<file path="src/rtl/delay_pkg.sv">
// Shared types and constants for the programmable delay timer family.
package delay_pkg;

   localparam int unsigned CNT_W_DEF         = 18;
   localparam int unsigned PS_W_DEF          = 8;
   localparam int unsigned DEFAULT_DELAY_2MS = 200000;
   // Remaining-count value at which the next tick is the terminal one.
   localparam int unsigned TC_REMAIN         = 1;

   typedef enum logic [0:0] {
      IDLE = 1'b0,
      RUN  = 1'b1
   } state_e;

endpackage

</file>
<file path="src/rtl/delay_timer_if.sv">
// Control/status bundle between a sequencer (master) and the delay timer (slave).
interface delay_timer_if
   import delay_pkg::*;
#(
   parameter int unsigned CNT_W = CNT_W_DEF,
   parameter int unsigned PS_W  = PS_W_DEF
);
   logic             start;
   logic             abort;
   logic             periodic;
   logic             use_default;
   logic [CNT_W-1:0] delay_val;
   logic [PS_W-1:0]  prescale;
   logic             busy;
   logic             done;
   logic [CNT_W-1:0] remaining;

   modport master (
      output start, abort, periodic, use_default, delay_val, prescale,
      input  busy, done, remaining
   );

   modport slave (
      input  start, abort, periodic, use_default, delay_val, prescale,
      output busy, done, remaining
   );
endinterface

</file>
<file path="src/rtl/tick_prescaler.sv">
// Emits a one-cycle tick every period+1 enabled clocks; clear restarts the count at 0.
// Tick is combinational from the count register, so it lines up with the cycle that wraps.
module tick_prescaler #(
   parameter int unsigned PS_W = 8
)(
   input  logic            clock,
   input  logic            reset_n,
   input  logic            clear,
   input  logic            enable,
   input  logic [PS_W-1:0] period,
   output logic            tick
);

   logic [PS_W-1:0] cnt_q;

   assign tick = enable && (cnt_q == period);

   always_ff @(posedge clock or negedge reset_n) begin
      if (!reset_n) begin
         cnt_q <= '0;
      end else if (clear) begin
         cnt_q <= '0;
      end else if (enable) begin
         cnt_q <= (cnt_q == period) ? '0 : cnt_q + PS_W'(1);
      end
   end

endmodule

</file>
<file path="src/rtl/delay_timer.sv">
// Programmable one-shot/periodic delay timer with prescaler, retrigger and abort.
// done rises D_eff*(P_eff+1) clocks after the accepted start; all outputs registered.
module delay_timer
   import delay_pkg::*;
#(
   parameter int unsigned CNT_W         = CNT_W_DEF,
   parameter int unsigned PS_W          = PS_W_DEF,
   parameter int unsigned DEFAULT_DELAY = DEFAULT_DELAY_2MS
)(
   input  logic         clock,
   input  logic         reset_n,
   delay_timer_if.slave bus
);

   localparam logic [0:0] ST_IDLE = IDLE;
   localparam logic [0:0] ST_RUN  = RUN;

   if (longint'(DEFAULT_DELAY) >= (longint'(1) << CNT_W)) begin : g_bad_default
      $error("DEFAULT_DELAY does not fit in CNT_W bits");
   end

   logic [0:0]       state_q;
   logic             start_q;
   logic             done_q;
   logic [CNT_W-1:0] rem_q;
   logic [CNT_W-1:0] d_lat_q;
   logic [PS_W-1:0]  p_lat_q;
   logic [CNT_W-1:0] d_eff;
   logic             go;
   logic             tick;
   logic             terminal;

   // A held start only re-arms from IDLE; in RUN only a fresh rising edge retriggers.
   assign go = bus.start && !bus.abort && ((state_q == ST_IDLE) || !start_q);

   always_comb begin
      d_eff = bus.delay_val;
      if (bus.delay_val == '0) begin
         d_eff = bus.use_default ? CNT_W'(DEFAULT_DELAY) : CNT_W'(1);
      end
   end

   assign terminal = (state_q == ST_RUN) && tick && (rem_q == CNT_W'(TC_REMAIN));

   tick_prescaler #(.PS_W(PS_W)) u_prescaler (
      .clock   (clock),
      .reset_n (reset_n),
      .clear   (bus.abort || go || terminal),
      .enable  (state_q == ST_RUN),
      .period  (p_lat_q),
      .tick    (tick)
   );

   always_ff @(posedge clock or negedge reset_n) begin
      if (!reset_n) begin
         state_q <= ST_IDLE;
         start_q <= 1'b0;
         done_q  <= 1'b0;
         rem_q   <= '0;
         d_lat_q <= '0;
         p_lat_q <= '0;
      end else begin
         start_q <= bus.start;
         done_q  <= 1'b0;
         if (bus.abort) begin
            state_q <= ST_IDLE;
            rem_q   <= '0;
         end else if (go) begin
            // Retrigger wins over a coincident terminal count: no done for the old interval.
            state_q <= ST_RUN;
            rem_q   <= d_eff;
            d_lat_q <= d_eff;
            p_lat_q <= bus.prescale;
         end else if (terminal) begin
            done_q <= 1'b1;
            if (bus.periodic) begin
               rem_q <= d_lat_q;
            end else begin
               state_q <= ST_IDLE;
               rem_q   <= '0;
            end
         end else if ((state_q == ST_RUN) && tick && (rem_q != '0)) begin
            rem_q <= rem_q - CNT_W'(1);
         end
      end
   end

   assign bus.busy      = (state_q == ST_RUN);
   assign bus.done      = done_q;
   assign bus.remaining = rem_q;

endmodule

</file>
<file path="src/flat_wrapper.sv">
// flat-port wrapper written by rule: the top's interface ports become plain ports
module delay_timer_flat import delay_pkg::*;
#(
   parameter int unsigned CNT_W         = CNT_W_DEF,
   parameter int unsigned PS_W          = PS_W_DEF,
   parameter int unsigned DEFAULT_DELAY = DEFAULT_DELAY_2MS
)
  (clock, reset_n, bus_start, bus_abort, bus_periodic, bus_use_default, bus_delay_val, bus_prescale, bus_busy, bus_done, bus_remaining);
  delay_timer_if #(.CNT_W(CNT_W), .PS_W(PS_W)) bus_i ();
  input  logic clock;
  input  logic reset_n;
  input wire logic [$bits(bus_i.start)-1:0] bus_start;
  input wire logic [$bits(bus_i.abort)-1:0] bus_abort;
  input wire logic [$bits(bus_i.periodic)-1:0] bus_periodic;
  input wire logic [$bits(bus_i.use_default)-1:0] bus_use_default;
  input wire logic [$bits(bus_i.delay_val)-1:0] bus_delay_val;
  input wire logic [$bits(bus_i.prescale)-1:0] bus_prescale;
  output wire logic [$bits(bus_i.busy)-1:0] bus_busy;
  output wire logic [$bits(bus_i.done)-1:0] bus_done;
  output wire logic [$bits(bus_i.remaining)-1:0] bus_remaining;
  assign bus_i.start = bus_start;
  assign bus_i.abort = bus_abort;
  assign bus_i.periodic = bus_periodic;
  assign bus_i.use_default = bus_use_default;
  assign bus_i.delay_val = bus_delay_val;
  assign bus_i.prescale = bus_prescale;
  assign bus_busy = bus_i.busy;
  assign bus_done = bus_i.done;
  assign bus_remaining = bus_i.remaining;
  delay_timer #(.CNT_W(CNT_W), .PS_W(PS_W), .DEFAULT_DELAY(DEFAULT_DELAY)) u_core (.clock(clock), .reset_n(reset_n), .bus(bus_i));
endmodule
</file>
<file path="config.mk">
export PLATFORM = sky130hd
export DESIGN_NAME = delay_timer_flat
export DESIGN_NICKNAME = d
export VERILOG_FILES = /design/src/rtl/delay_pkg.sv /design/src/rtl/delay_timer_if.sv /design/src/rtl/tick_prescaler.sv /design/src/rtl/delay_timer.sv /design/src/flat_wrapper.sv
export SDC_FILE = /design/constraint.sdc
export NUM_CORES = 1
export LEC_CHECK = 0
export BUFFER_PORTS_ARGS = -buffer_cell sky130_fd_sc_hd__buf_2
export CAP_MARGIN = 0
export CORE_MARGIN = 2
export CORE_UTILIZATION = 33
export DETAILED_ROUTE_END_ITERATION = 10
export PLACE_DENSITY_LB_ADDON = 0.2
export REMOVE_ABC_BUFFERS = 1
export SYNTH_ARGS = -nofsm -noshare
export SYNTH_HDL_FRONTEND = slang
export SYNTH_SLANG_ARGS = --single-unit
</file>
<file path="constraint.sdc">
create_clock -name clock -period 2.35 [get_ports clock]
set_input_delay 0.3525 -clock clock [delete_from_list [all_inputs] [get_ports clock]]
set_output_delay 0.3525 -clock clock [all_outputs]
set_load 0.1 [all_outputs]
</file>
==> impl_results.md <==
* Status: complete, but fails checks
* Failing checks: setup timing
* Die Height at 101.0 um
* Insertion delay to the later sink of the worst-skew pair at 0.32 ns
* Vias/cell at 5.318
* Final setup fails at 14
* Initial core utilization at 33.80%
* Worst min-delay path category: in -> async
* Measured slew at the worst slew-check pin at 0.5677 ns
* Static Leakage at 1.931 nW
* CTS tree: yes
* CP Capture Type: flop
* Post-layout util at 44.71%
* Critical Path AT at 2.62 ns
* Post-DP Area at 3740 um2
* Routed Antenna Nets at 0
* Clock root buffer: clkbuf_8
* Vias in the first global route at 2,924
* Pin count of the biggest net entering global routing at 30
* Largest stage delay on the critical path at 0.57 ns
* Final instance area at 4111 um2
* First-pass GRT wire length at 14,520 um
* Gr usage total at 18.33%
* Maximum vdd drop at 0.3990 mV
* Post-synth top area cell: dfrtp_1
* Final Skew at 0.01095 ns
* Setup WS post-layout at -0.03833 ns
* Crit-path max FO at 5
* Routed WL at 9574 um
* Slew HR at 61.81%
* Post-synthesis sequential area ratio at 44.28%
* Die width at 101.0 um
* Grt ovf at 0
* Post-synthesis async set-or-reset flop share at 100.0%
* Worst-path clk slew at 0.10 ns
* Layout area overhead at 32.29%
* Htree depth at 2
* Most frequent cells in the layout: nand2_1 (79), dfrtp_1 (55), buf_2 (52), buf_4 (40), nor2_1 (35)
* Synth cell types at 47
* Number of buffers created by CTS at 5
* Worst R2R Path Depth at 7
* Commonest non-fill, non-tap cell in the layout: nand2_1
* Hold Slack at 0.04021 ns
* CP max stage cell: or4_4
* EDFF count, synth at 0
* CTS sink cnt at 55
* DR iter-0 viols at 165
* Placement Rows at 35
* Die ar. at 10,210 um2
* R2R Path Start: u_core.bus.remaining[14]
* Min Tclk post-route at 2.388 ns
* Post-DP HPWL at 6425 um
* Routability Congestion at 0.8190
* # Max-Cap Violations at 0
* Fmax at 418.7 MHz
* Crit-path cells: or4_4 -> nor4_4 -> and4bb_4 -> buf_6 -> and3_4 -> a21oi_1 -> o211ai_1
* Max clock buf depth at 2
* Startpoint types: flop
* TritonRoute pass-1 iters at 4
* WP buf/inv at 1
* DRC Markers at 0
* Total I/O pin count at 52
* RSZ-0062 raised after global routing: true
* Final Cycle Share at 101.6%
* Core area at 9196 um2
* Reg-to-reg critical path endpoint: u_core.bus.remaining[12]
* Ant. Diodes at 0
* Count of final hold-check violations at 0
* Setup_tns at -0.3122 ns
* Share of cells above drive strength 1 at 30.36%
* Ys flop type: dfrtp_1
* Register bit count reported by yosys at 55
* Mapped Avg Cell Area at 8.682 um2
* PD cells at 796.5 nW/um2
* R2R Setup Slk at -0.04 ns
* Routed vias at 2,973
* # nets final at 482
* Wire per inst at 17.13 um
* Ys Warns at 0
* Mapped Area at 3108 um2
* Setup Crit Path Kind: reg -> reg
* Yosys top cell area share at 44.28%
* PortBufs at 51
* Cells after synthesis at 358
* Req. time, crit path at 2.58 ns
* Max-slew violation count at 0
* Largest cells by area after synthesis: dfrtp_1 (44%), nand2_1 (9.5%), xnor2_1 (4.5%)
* Delay-heaviest family, CP: simple AND/OR/NAND/NOR gates
* Initial antenna violation count at 0
layout make-up:
type	count	area, um2
fill	917	5085
tap	111	138.9
clock buffer	8	100.1
sequential	55	1376
timing repair buffer	103	773.2
inverter	7	26.28
multi-input combinational	275	1697
worst reg2reg max path, cell delays in order (launching register included):
cell and delay [ns]:
dfrtp_1 0.40, or4_4 0.57, nor4_4 0.34, and4bb_4 0.37
buf_6 0.15, and3_4 0.22, a21oi_1 0.09, o211ai_1 0.18
cell usage after synthesis (all sizes together), types with 4 or more instances:
| cell | instances |
|---|---|
| a21oi | 6 |
| a221oi | 5 |
| a22o | 5 |
| a311oi | 7 |
| and3 | 5 |
| buf | 8 |
| clkbuf | 13 |
| dfrtp | 55 |
| inv | 7 |
| nand2 | 79 |
| nand2b | 4 |
| nand3 | 6 |
| nand4 | 9 |
| nor2 | 36 |
| nor3 | 14 |
| nor4 | 11 |
| o21ai | 22 |
| o41ai | 6 |
| or4 | 6 |
| xnor2 | 16 |
| xor2 | 5 |
how the worst max path moves through the flow:
stage | start | to | slack (ns) | cells after the start
after detailed placement | u_core.bus.remaining[15] | u_core.bus.remaining[5] | -0.03 | 7
after CTS | u_core.bus.remaining[8] | u_core.bus.remaining[2] | -0.03 | 7
after global routing | u_core.bus.remaining[14] | u_core.bus.remaining[2] | -0.13 | 8
final | u_core.bus.remaining[14] | u_core.bus.remaining[12] | -0.04 | 7
after floorplan | u_core.bus.busy | u_core.bus.remaining[12] | -1.93 | 5
after global placement | u_core.bus.remaining[8] | u_core.bus.remaining[6] | -0.006 | 7
cell families (layout without fill, tap and decap cells):
logic type / after synthesis / count (layout) / synth area share, %
buffers and inverters: 28 / 118 / 4.106
flip-flops: 55 / 55 / 44.28
XOR/XNOR: 21 / 21 / 5.918
adder cells (fa/ha/maj): 3 / 3 / 1.208
AND/OR/NAND/NOR: 181 / 181 / 27.94
AO/OA/AOI/OAI: 70 / 70 / 16.55
routing by layer:
metal	vias to the layer above	track usage [%]	wire [um]
li1	1448	-	-
met1	1440	25.07	4539
met2	75	30.01	4521
met3	10	2.427	376
met4	0	5.925	137
met5	-	0	0
stage by stage:
step	setup WS (ns)	total power [mW]	cells
after floorplan	-1.926	2.153	337
after global placement	-0.005728	2.593	540
after detailed placement	-0.03012	2.607	540
final	-0.03833	3.275	559
after CTS	-0.03005	3.228	549
after global routing	-0.1320	3.451	559
flip-flops by register name, summed over array words and instances (netlist names):
register / cells
u_core.bus.remaining: 18
u_core.u_prescaler.cnt_q: 8
u_core.bus.busy: 1
u_core.start_q: 1
u_core.p_lat_q: 8
u_core.bus.done: 1
u_core.d_lat_q: 18
power breakdown:
group | internal, mW | switching [mW] | leakage, nW
Clock | 0.270 | 0.324 | 0.0515
Sequential | 1.08 | 0.0915 | 0.704
Combinational | 0.522 | 0.987 | 1.18
Total | 1.87 | 1.40 | 1.93
what timing repair did:
item | in CTS | in global routing
pin swaps | 1 | 17
gates cloned | 1 | 5
hold buffers | 0 | 0
buffers inserted | 0 | 5
gates resized for setup | 2 | 36
setup endpoints to repair | 15 | 18
No activity file was read; power rests on OpenSTA's default activity.
